### src/rtl/gpp16_pkg.sv
// Shared GPP16 datapath types: ALU function codes, word width and request bundle.
// Also carries the response-slot state used by the ALU arbiter.
package gpp16_pkg;

  localparam int unsigned WORD_W = 16;

  typedef enum logic [4:0] {
    ADD = 5'd0,
    SUB = 5'd1,
    MUL = 5'd2,
    DIV = 5'd3,
    MOD = 5'd4
  } alu_func_t;

  typedef struct packed {
    logic [WORD_W-1:0] a;
    logic [WORD_W-1:0] b;
    alu_func_t         func;
  } alu_req_t;

  typedef enum logic {
    EMPTY = 1'b0,
    FULL  = 1'b1
  } slot_state_t;

endpackage

### src/rtl/alu_arbiter_16_if.sv
// Request/response bundle between GPP16 requesters and the shared ALU arbiter.
// Requesters (and the bench) use master; the arbiter uses slave.
interface alu_arbiter_16_if #(
  parameter int NREQ = 2,
  parameter int IDW  = (NREQ > 1) ? $clog2(NREQ) : 1
);
  logic [NREQ-1:0]    req_valid;
  logic [NREQ-1:0]    req_ready;
  logic [NREQ*16-1:0] req_a;
  logic [NREQ*16-1:0] req_b;
  logic [NREQ*5-1:0]  req_func;
  logic               rsp_valid;
  logic               rsp_ready;
  logic [IDW-1:0]     rsp_id;
  logic [15:0]        rsp_y;
  logic               busy;

  modport master (
    output req_valid, req_a, req_b, req_func, rsp_ready,
    input  req_ready, rsp_valid, rsp_id, rsp_y, busy
  );

  modport slave (
    input  req_valid, req_a, req_b, req_func, rsp_ready,
    output req_ready, rsp_valid, rsp_id, rsp_y, busy
  );
endinterface

### src/rtl/alu_16.sv
// 16-bit integer ALU: ADD/SUB/MUL (low half)/DIV/MOD, unsigned.
// Division or modulo by zero and unknown function codes yield 0.
module alu_16
  import gpp16_pkg::*;
(
  input  logic [WORD_W-1:0] a_i,
  input  logic [WORD_W-1:0] b_i,
  input  alu_func_t         func_i,
  output logic [WORD_W-1:0] y_o
);

  always_comb begin
    y_o = '0;
    case (func_i)
      ADD: y_o = a_i + b_i;
      SUB: y_o = a_i - b_i;
      MUL: y_o = a_i * b_i;
      DIV: if (b_i != '0) y_o = a_i / b_i;
      MOD: if (b_i != '0) y_o = a_i % b_i;
      default: y_o = '0;
    endcase
  end

endmodule

### src/rtl/alu_arbiter_16_rr.sv
// Round-robin grant: first requester after last_i (wrapping) wins, one-hot.
// Reusable for any N-port arbiter; en_i gates every grant off.
module rr_arbiter #(
  parameter int unsigned N  = 2,
  parameter int unsigned IW = (N > 1) ? $clog2(N) : 1
) (
  input  logic [N-1:0]  req_i,
  input  logic [IW-1:0] last_i,
  input  logic          en_i,
  output logic [N-1:0]  gnt_o
);

  logic          found;
  logic [IW-1:0] idx;

  always_comb begin
    gnt_o = '0;
    found = 1'b0;
    idx   = '0;
    for (int unsigned k = 1; k <= N; k++) begin
      idx = IW'((32'(last_i) + k) % N);
      if (en_i && !found && req_i[idx]) begin
        gnt_o[idx] = 1'b1;
        found      = 1'b1;
      end
    end
  end

endmodule

### src/rtl/alu_arbiter_16.sv
// Shares one alu_16 between NREQ requesters with round-robin arbitration
// and a single registered, ID-tagged response slot.
module alu_arbiter_16
  import gpp16_pkg::*;
#(
  parameter int NREQ = 2,
  parameter int IDW  = (NREQ > 1) ? $clog2(NREQ) : 1
) (
  input logic             clk,
  input logic             rst,
  alu_arbiter_16_if.slave bus
);

  slot_state_t       slot_q, slot_d;
  alu_req_t          op_q, op_d;
  logic [IDW-1:0]    last_q, id_q, gnt_idx;
  logic [NREQ-1:0]   gnt;
  logic              free, accept;
  logic [WORD_W-1:0] y;

  assign free   = (slot_q == EMPTY) || bus.rsp_ready;
  assign accept = |gnt;

  // rst gates grants combinationally so nothing is offered during reset.
  rr_arbiter #(
    .N  (NREQ),
    .IW (IDW)
  ) u_rr (
    .req_i  (bus.req_valid),
    .last_i (last_q),
    .en_i   (free && !rst),
    .gnt_o  (gnt)
  );

  always_comb begin
    gnt_idx = '0;
    op_d    = op_q;
    for (int unsigned i = 0; i < NREQ; i++) begin
      if (gnt[IDW'(i)]) begin
        gnt_idx   = IDW'(i);
        op_d.a    = bus.req_a[WORD_W*i +: WORD_W];
        op_d.b    = bus.req_b[WORD_W*i +: WORD_W];
        op_d.func = alu_func_t'(bus.req_func[5*i +: 5]);
      end
    end
  end

  always_comb begin
    slot_d = slot_q;
    case (slot_q)
      EMPTY:   if (accept) slot_d = FULL;
      FULL:    if (!accept && bus.rsp_ready) slot_d = EMPTY;
      default: slot_d = EMPTY;
    endcase
  end

  always_ff @(posedge clk or posedge rst) begin
    if (rst) begin
      slot_q <= EMPTY;
      last_q <= IDW'(NREQ - 1);
      id_q   <= '0;
      op_q   <= '{a: '0, b: '0, func: ADD};
    end else begin
      slot_q <= slot_d;
      if (accept) begin
        op_q   <= op_d;
        id_q   <= gnt_idx;
        last_q <= gnt_idx;
      end
    end
  end

  alu_16 u_alu (
    .a_i    (op_q.a),
    .b_i    (op_q.b),
    .func_i (op_q.func),
    .y_o    (y)
  );

  assign bus.req_ready = gnt;
  assign bus.rsp_valid = (slot_q == FULL);
  assign bus.busy      = (slot_q == FULL);
  assign bus.rsp_id    = id_q;
  assign bus.rsp_y     = y;

endmodule
### src/flat_wrapper.sv
// flat-port wrapper written by rule: the top's interface ports become plain ports
module alu_arbiter_16_flat import gpp16_pkg::*;
#(
  parameter int NREQ = 2,
  parameter int IDW  = (NREQ > 1) ? $clog2(NREQ) : 1
)
  (clk, rst, bus_req_valid, bus_req_a, bus_req_b, bus_req_func, bus_rsp_ready, bus_req_ready, bus_rsp_valid, bus_rsp_id, bus_rsp_y, bus_busy);
  alu_arbiter_16_if #(.NREQ(NREQ), .IDW(IDW)) bus_i ();
  input logic clk;
  input logic rst;
  input wire logic [$bits(bus_i.req_valid)-1:0] bus_req_valid;
  input wire logic [$bits(bus_i.req_a)-1:0] bus_req_a;
  input wire logic [$bits(bus_i.req_b)-1:0] bus_req_b;
  input wire logic [$bits(bus_i.req_func)-1:0] bus_req_func;
  input wire logic [$bits(bus_i.rsp_ready)-1:0] bus_rsp_ready;
  output wire logic [$bits(bus_i.req_ready)-1:0] bus_req_ready;
  output wire logic [$bits(bus_i.rsp_valid)-1:0] bus_rsp_valid;
  output wire logic [$bits(bus_i.rsp_id)-1:0] bus_rsp_id;
  output wire logic [$bits(bus_i.rsp_y)-1:0] bus_rsp_y;
  output wire logic [$bits(bus_i.busy)-1:0] bus_busy;
  assign bus_i.req_valid = bus_req_valid;
  assign bus_i.req_a = bus_req_a;
  assign bus_i.req_b = bus_req_b;
  assign bus_i.req_func = bus_req_func;
  assign bus_i.rsp_ready = bus_rsp_ready;
  assign bus_req_ready = bus_i.req_ready;
  assign bus_rsp_valid = bus_i.rsp_valid;
  assign bus_rsp_id = bus_i.rsp_id;
  assign bus_rsp_y = bus_i.rsp_y;
  assign bus_busy = bus_i.busy;
  alu_arbiter_16 #(.NREQ(NREQ), .IDW(IDW)) u_core (.clk(clk), .rst(rst), .bus(bus_i));
endmodule
### config.mk
export PLATFORM = sky130hd
export DESIGN_NAME = alu_arbiter_16_flat
export DESIGN_NICKNAME = d
export VERILOG_FILES = /design/src/rtl/gpp16_pkg.sv /design/src/rtl/alu_arbiter_16_if.sv /design/src/rtl/alu_16.sv /design/src/rtl/alu_arbiter_16_rr.sv /design/src/rtl/alu_arbiter_16.sv /design/src/flat_wrapper.sv
export SDC_FILE = /design/constraint.sdc
export NUM_CORES = 1
export LEC_CHECK = 0
export ABC_AREA = 1
export CORE_ASPECT_RATIO = 0.6
export CORE_MARGIN = 1.5
export CORE_UTILIZATION = 38
export CTS_BUF_LIST = sky130_fd_sc_hd__clkbuf_2 sky130_fd_sc_hd__clkbuf_4 sky130_fd_sc_hd__clkbuf_8
export DETAILED_ROUTE_END_ITERATION = 8
export GPL_TIMING_DRIVEN = 0
export HOLD_SLACK_MARGIN = 0.1
export PLACE_DENSITY = 0.63
export SYNTH_ARGS = -nofsm -noshare
export SYNTH_HDL_FRONTEND = slang
export SYNTH_SLANG_ARGS = --single-unit
### constraint.sdc
create_clock -name clk -period 32.9 [get_ports clk]
set_input_delay 6.58 -clock clk [delete_from_list [all_inputs] [get_ports clk]]
set_output_delay 6.58 -clock clk [all_outputs]
set_load 0.005 [all_outputs]
==> out/results.tsv, run 1 <==
stage	metric	value	unit
floorplanning	die-area	41400	um^2
place	place_area	16900	um^2
route	via_per_inst	5.44	
clock_tree	cts_tree	done	
grt	grt_max_degree	31	
finish	drive_above_1_share	0.177	
logic_synthesis	yosys_most_used_dff	dfrtp_1	
setup_path	critical-path-slowest-cell	dfrtp_1	
place	portBuffers	99	
hold_path	hp-class	flop to flop	
sta	period_needed	31.58	ns
floorplanning	top_level_ports	100	
logic_synthesis	ys_seq_area_frac	0.0657	
grt	grt_util_met1	0.431	
logic_synthesis	yosysTopAreaCellShare	0.168	
clock_tree	clk_pin_slew_worst_paths	0.10	ns
grt	grt-busiest-layer	met1	
logic_synthesis	synth-seq-cells	40	
logic_synthesis	synth.area.top_cells	ha_1 (17%), nand2_1 (14%), fa_1 (11%)	
sta	worst_slew_pin_slew	1.38	ns
clock_tree	cts_root_buffer	clkbuf_8	
place	hpwlAfterDp	47.4	mm
sta	hold_viol	0	
run	max_cap_violations	0	
floorplanning	dieHeight	158	um
setup_path	critPathMaxStageDelay	0.52	ns
sta	fin_skew	0.0127	ns
sta	setup_viol	0	
setup_path	cp.required	26.32	ns
clock_tree	insertion_delay	0.33	ns
setup_path	worstSetupEndpointType	output pin	
floorplanning	rows	56	
logic_synthesis	synth_edf_count	0	
run_status	violations	DRC	
logic_synthesis	synth_fp_nets	2728	
grt	use_met3	0.0516	
floorplanning	start_util	0.388	
setup_path	critPathMaxFanout	10	
logic_synthesis	synth_top_area_cell	ha_1	
route	antenna_left	0	
floorplanning	die_w	262	um
clock_tree	h-tree-depth	2	
clock_tree	cts_inserted_buffers	5	
run_status	outcome	complete, but fails checks	
route	vias	16500	
logic_synthesis	ys_top_cells_by_count	nand2_1 (566), inv_1 (417), ha_1 (205)	
floorplanning	core_area	39300	um^2
place	gp_congestion	0.993	
grt	grt_overflow_total	0	
setup_path	cp_data_arrival_time	25.00	ns
route	drt-initial-drc-count	1745	
logic_synthesis	netlist_instances	2362	
logic_synthesis	synth_cell_type_count	62	
finish	area_growth_syn_to_layout	22.2	%
finish	design_area	18600	um^2
logic_synthesis	ys_warn_count	0	
sta	fmax	0.0317	GHz
route	wl_per_cell	19.3	um
grt	grt.total_usage	0.280	
clock_tree	hold_buffers	0	
setup_path	crit_path_frequent_cell	nand2_2	
setup_path	startpoint_type	flop	
logic_synthesis	syn_area	15300	um^2
grt	grt_pass1_wl	88.3	mm
clock_tree	cts_buffer_depth	2	
grt	grtUsageMet2	0.400	
setup_path	cp_num_buf_inv	29	
sta	finalCritPeriodShare	0.960	
route	firstDrtPassIters	7	
clock_tree	clock-sinks	40	
route	wirelength	58.8	mm
setup_path	path_class	flop to output pin	
setup_path	crit_family	simple AND/OR/NAND/NOR gates	
logic_synthesis	avgSynthCellArea	6.46	um^2
route	drc	4	
logic_synthesis	synthMostInstantiatedCell	nand2_1	
sta	relSlewSlack	0.0829	
sta	report.final.slew_viol_count	0	
finish	nets	2884	
grt	grt_pass1_vias	15300	
logic_synthesis	postSynth.asyncResetShare	1.00	
grt	antenna_found_initial	0	
==> routing by layer <==
| metal | vias to the layer above | wire (um) |
|---|---|---|
| li1 | 7891 | - |
| met5 | - | 0 |
| met4 | 0 | 1030 |
| met1 | 7812 | 28400 |
| met2 | 755 | 23600 |
| met3 | 76 | 5780 |
==> area by class of cell <==
cell class / instances / area (um^2)
fillers: 4009 / 20700
plain buffers: 69 / 418
repair buffers: 156 / 1480
inverters: 433 / 1670
repair inverters: 1 / 5.00
flip-flops and latches: 40 / 1010
multi-input cells: 1812 / 13300
diodes: 1 / 2.50
clock inverters: 1 / 7.51
well taps: 522 / 653
clock buffers: 7 / 90.1
==> worst paths after layout <==
check,startpoint,to,slack [ns],depth (start not counted)
setup reg to reg,u_core.last_q$_DFFE_PP1P_,u_core.op_q[21]$_DFFE_PP0P_,29.86,6
hold reg to reg,u_core.bus.rsp_id$_DFFE_PP0P_,u_core.bus.rsp_id$_DFFE_PP0P_,0.48,2
max in group asynchronous,rst,u_core.last_q$_DFFE_PP1P_,25.81,3
min in group asynchronous,rst,u_core.op_q[15]$_DFFE_PP0P_,6.51,2
hold / removal,u_core.bus.rsp_id$_DFFE_PP0P_,u_core.bus.rsp_id$_DFFE_PP0P_,0.48,2
setup / recovery,u_core.op_q[20]$_DFFE_PP0P_,bus_rsp_y[5],1.32,183
==> placed cells by master (no fill, tap or decap), types with 70 or more instances in the layout <==
cell type,netlist,layout
nand2_2,47,73
clkdlybuf4s50_1,0,85
a21oi_1,151,133
nand3_1,90,81
ha_1,205,170
fa_1,82,81
nor2_1,148,140
nand2_1,566,536
inv_1,417,401
xor2_1,70,70
==> cell families after synthesis <==
family | synth area share
adders and majority gates | 0.276
muxes | 0.00148
DFF | 0.0657
AOI/OAI and AO/OA | 0.146
xor gates and xnor gates | 0.0614
and+or+nand+nor | 0.318
buffers and inverters | 0.131
==> flip-flops by register name, indices dropped and copies added (netlist names) <==
signal             flops
u_core.op_q           37
u_core.bus.busy        1
u_core.bus.rsp_id      1
u_core.last_q          1
==> worst min-delay path, cell delays in order, from the launching register on <==
cell,delay (ns)
dfrtp_1,0.36
nand2_1,0.05
nand2_1,0.04
==> through the flow <==
stage	instances	hold slack (ns)	util	setup WS [ns]	TNS, ns
floorplan	2362	0.465	-	3.41	0
global placement	2983	0.468	0.430	-2.76	-41.32
detailed placement	2985	0.466	0.431	-3.30	-50.42
CTS	3004	0.489	0.442	0.0171	0
global route	3041	0.513	0.474	-0.279	-2.05
finish	3042	0.482	0.474	1.32	0
==> what timing repair did <==
item	4_1_cts	5_1_grt
hold endpoints to repair	0	0
gates resized for setup	65	206
gates cloned	1	1
setup buffers	16	38
setup endpoints to repair	16	16
pin swaps	8	63
Power of run 1 is not shown: default switching activity piles up to over one toggle a cycle in this logic, so the estimate is an artifact.
==> run 2: changes to the inputs <==
==> constraint.sdc (replaced) <==
create_clock -name clk -period 35.6 [get_ports clk]
set_input_delay 7.12 -clock clk [delete_from_list [all_inputs] [get_ports clk]]
set_output_delay 7.12 -clock clk [all_outputs]
set_load 0.005 [all_outputs]
==> out/results.tsv, run 2 (synthesis gave the netlist of run 1 again) <==
stage	metric	value	unit	change
route	drt-initial-drc-count	1742		was 1745
place	portBuffers	99		unchanged
finish	nets	2869		was 2884
grt	grt_max_degree	31		unchanged
sta	fin_skew	0.0147	ns	was 0.0127 ns
route	vias	16300		was 16.5k
finish	drive_above_1_share	0.128		was 0.177
grt	antenna_found_initial	1		was 0
sta	setup_viol	0		unchanged
finish	layout_common_cells	nand2_1 (563), inv_1 (407), ha_1 (198)		was nand2_1 (536), inv_1 (401), ha_1 (170)
clock_tree	clk_pin_slew_worst_paths	0.08	ns	was 0.10 ns
setup_path	cp.required	28.48	ns	was 26.32 ns
floorplanning	top_level_ports	100		unchanged
route	via_per_inst	5.38		was 5.44
floorplanning	die_w	262	um	unchanged
clock_tree	h-tree-depth	2		unchanged
floorplanning	dieHeight	158	um	unchanged
grt	grt_pass1_wl	88.0	mm	was 88.3 mm
clock_tree	hold_buffers	0		unchanged
setup_path	critical-path-slowest-cell	clkbuf_1		was dfrtp_1
run_status	violations	DRC		unchanged
sta	finalCritPeriodShare	0.947		
route	antenna_left	0		unchanged
run	max_cap_violations	0		unchanged
floorplanning	rows	56		unchanged
floorplanning	core_area	39300	um^2	unchanged
sta	worst_slew_pin_slew	1.17	ns	was 1.38 ns
clock_tree	cts_buffer_depth	2		unchanged
grt	grt.total_usage	0.279		was 0.280
finish	largest_reg_flops	37		unchanged
run_status	outcome	complete, but fails checks		unchanged
finish	final_common_cell	nand2_1		unchanged
setup_path	cp_num_buf_inv	21		was 29
setup_path	cp_data_arrival_time	26.58	ns	was 25.00 ns
route	firstDrtPassIters	8		was 7
route	wl_per_cell	19.1	um	was 19.3 um
route	drc	4		unchanged
place	gp_congestion	0.993		unchanged
setup_path	path_class	flop to output pin		unchanged
sta	relSlewSlack	0.220		was 0.0829
clock_tree	clock-sinks	40		unchanged
setup_path	crit_path_frequent_cell	nand2_1		was nand2_2
hold_path	hp-class	flop to flop		unchanged
finish	area_growth_syn_to_layout	16.2	%	was 22.2%
place	hpwlAfterDp	47.4	mm	unchanged
sta	fmax	0.0297	GHz	
sta	timing.final.ws_setup	1.90	ns	was 1.32 ns
sta	hold_viol	0		unchanged
grt	grt_pass1_vias	15100		was 15.3k
finish	regMostFlops	u_core.op_q		unchanged
clock_tree	insertion_delay	0.33	ns	about the same
floorplanning	start_util	0.388		unchanged
clock_tree	cts_inserted_buffers	5		unchanged
setup_path	startpoint_type	flop		unchanged
clock_tree	cts_tree	done		unchanged
grt	grt_overflow_total	0		unchanged
route	wirelength	57.8	mm	was 58.8 mm
sta	period_needed	33.70	ns	
setup_path	worstSetupEndpointType	output pin		unchanged
clock_tree	cts_root_buffer	clkbuf_8		unchanged
floorplanning	die-area	41400	um^2	unchanged
setup_path	critPathMaxStageDelay	0.59	ns	was 0.52 ns
sta	report.final.slew_viol_count	0		unchanged
place	dp_slack	-1.14	ns	was -3.30 ns
setup_path	crit_family	simple AND/OR/NAND/NOR gates		unchanged
setup_path	critPathMaxFanout	10		unchanged
==> run 2: cell count changes in the layout (fill, tap and decap cells not counted), moves of 16 or more <==
cell and delta:
ha_4 -28, nand2_1 +27, nand2_2 -26, buf_4 -16, ha_1 +28
==> run 2: layout make-up <==
class,instances,area (um^2)
clock buffer,7,90.1
tap,522,653
antenna,1,2.50
buffer,76,403
multi-input combinational,1812,12600
clock inverter,1,7.51
inverter,433,1660
timing repair inverter,1,5.00
timing repair buffer,134,1280
sequential,40,1010
fill,4088,21600
==> run 2: layer usage <==
metal	wire length, um	vias to the layer above	global-route usage
met5	0	-	0
met1	28400	7643	0.430
met3	5750	72	0.0564
met4	945	0	0.0531
li1	-	7843	-
met2	22600	732	0.394
==> run 2: timing repair <==
action                     4_1_cts  5_1_grt
setup endpoints to repair       16       16
cloned                           1        0
pin swaps                        0       20
gates resized for setup         15      100
setup buffers                    3       30
==> run 2: tightest hold or removal path: cells and delay by family, from the launching register on <==
kind	cells	cell delay [ns]
simple gates	2	0.09
flops	1	0.36
==> run 2: worst paths after layout <==
check | startpoint | to | slack (ns) | depth (start not counted)
max in group asynchronous | rst | u_core.last_q$_DFFE_PP1P_ | 27.98 | 3
hold / removal | u_core.bus.rsp_id$_DFFE_PP0P_ | u_core.bus.rsp_id$_DFFE_PP0P_ | 0.48 | 2
min in group asynchronous | rst | u_core.op_q[15]$_DFFE_PP0P_ | 7.05 | 2
setup / recovery | u_core.op_q[6]$_DFFE_PP0P_ | bus_rsp_y[6] | 1.90 | 196
setup reg to reg | u_core.last_q$_DFFE_PP1P_ | u_core.op_q[12]$_DFFE_PP0P_ | 32.55 | 6
hold reg to reg | u_core.bus.rsp_id$_DFFE_PP0P_ | u_core.bus.rsp_id$_DFFE_PP0P_ | 0.48 | 2
==> run 2: stage by stage <==
stage	area [um^2]	hold WS (ns)	utilization	setup TNS (ns)	instances
2_1_floorplan	15300	0.465	-	0	2362
3_3_place_gp	16900	0.468	0.430	-6.76	2983
3_5_place_dp	16900	0.466	0.431	-15.86	2985
4_1_cts	17100	0.489	0.435	0	2997
5_1_grt	17700	0.513	0.451	-0.605	3026
6_report	17700	0.483	0.451	0	3027
Power of run 2 is left out for the same reason.
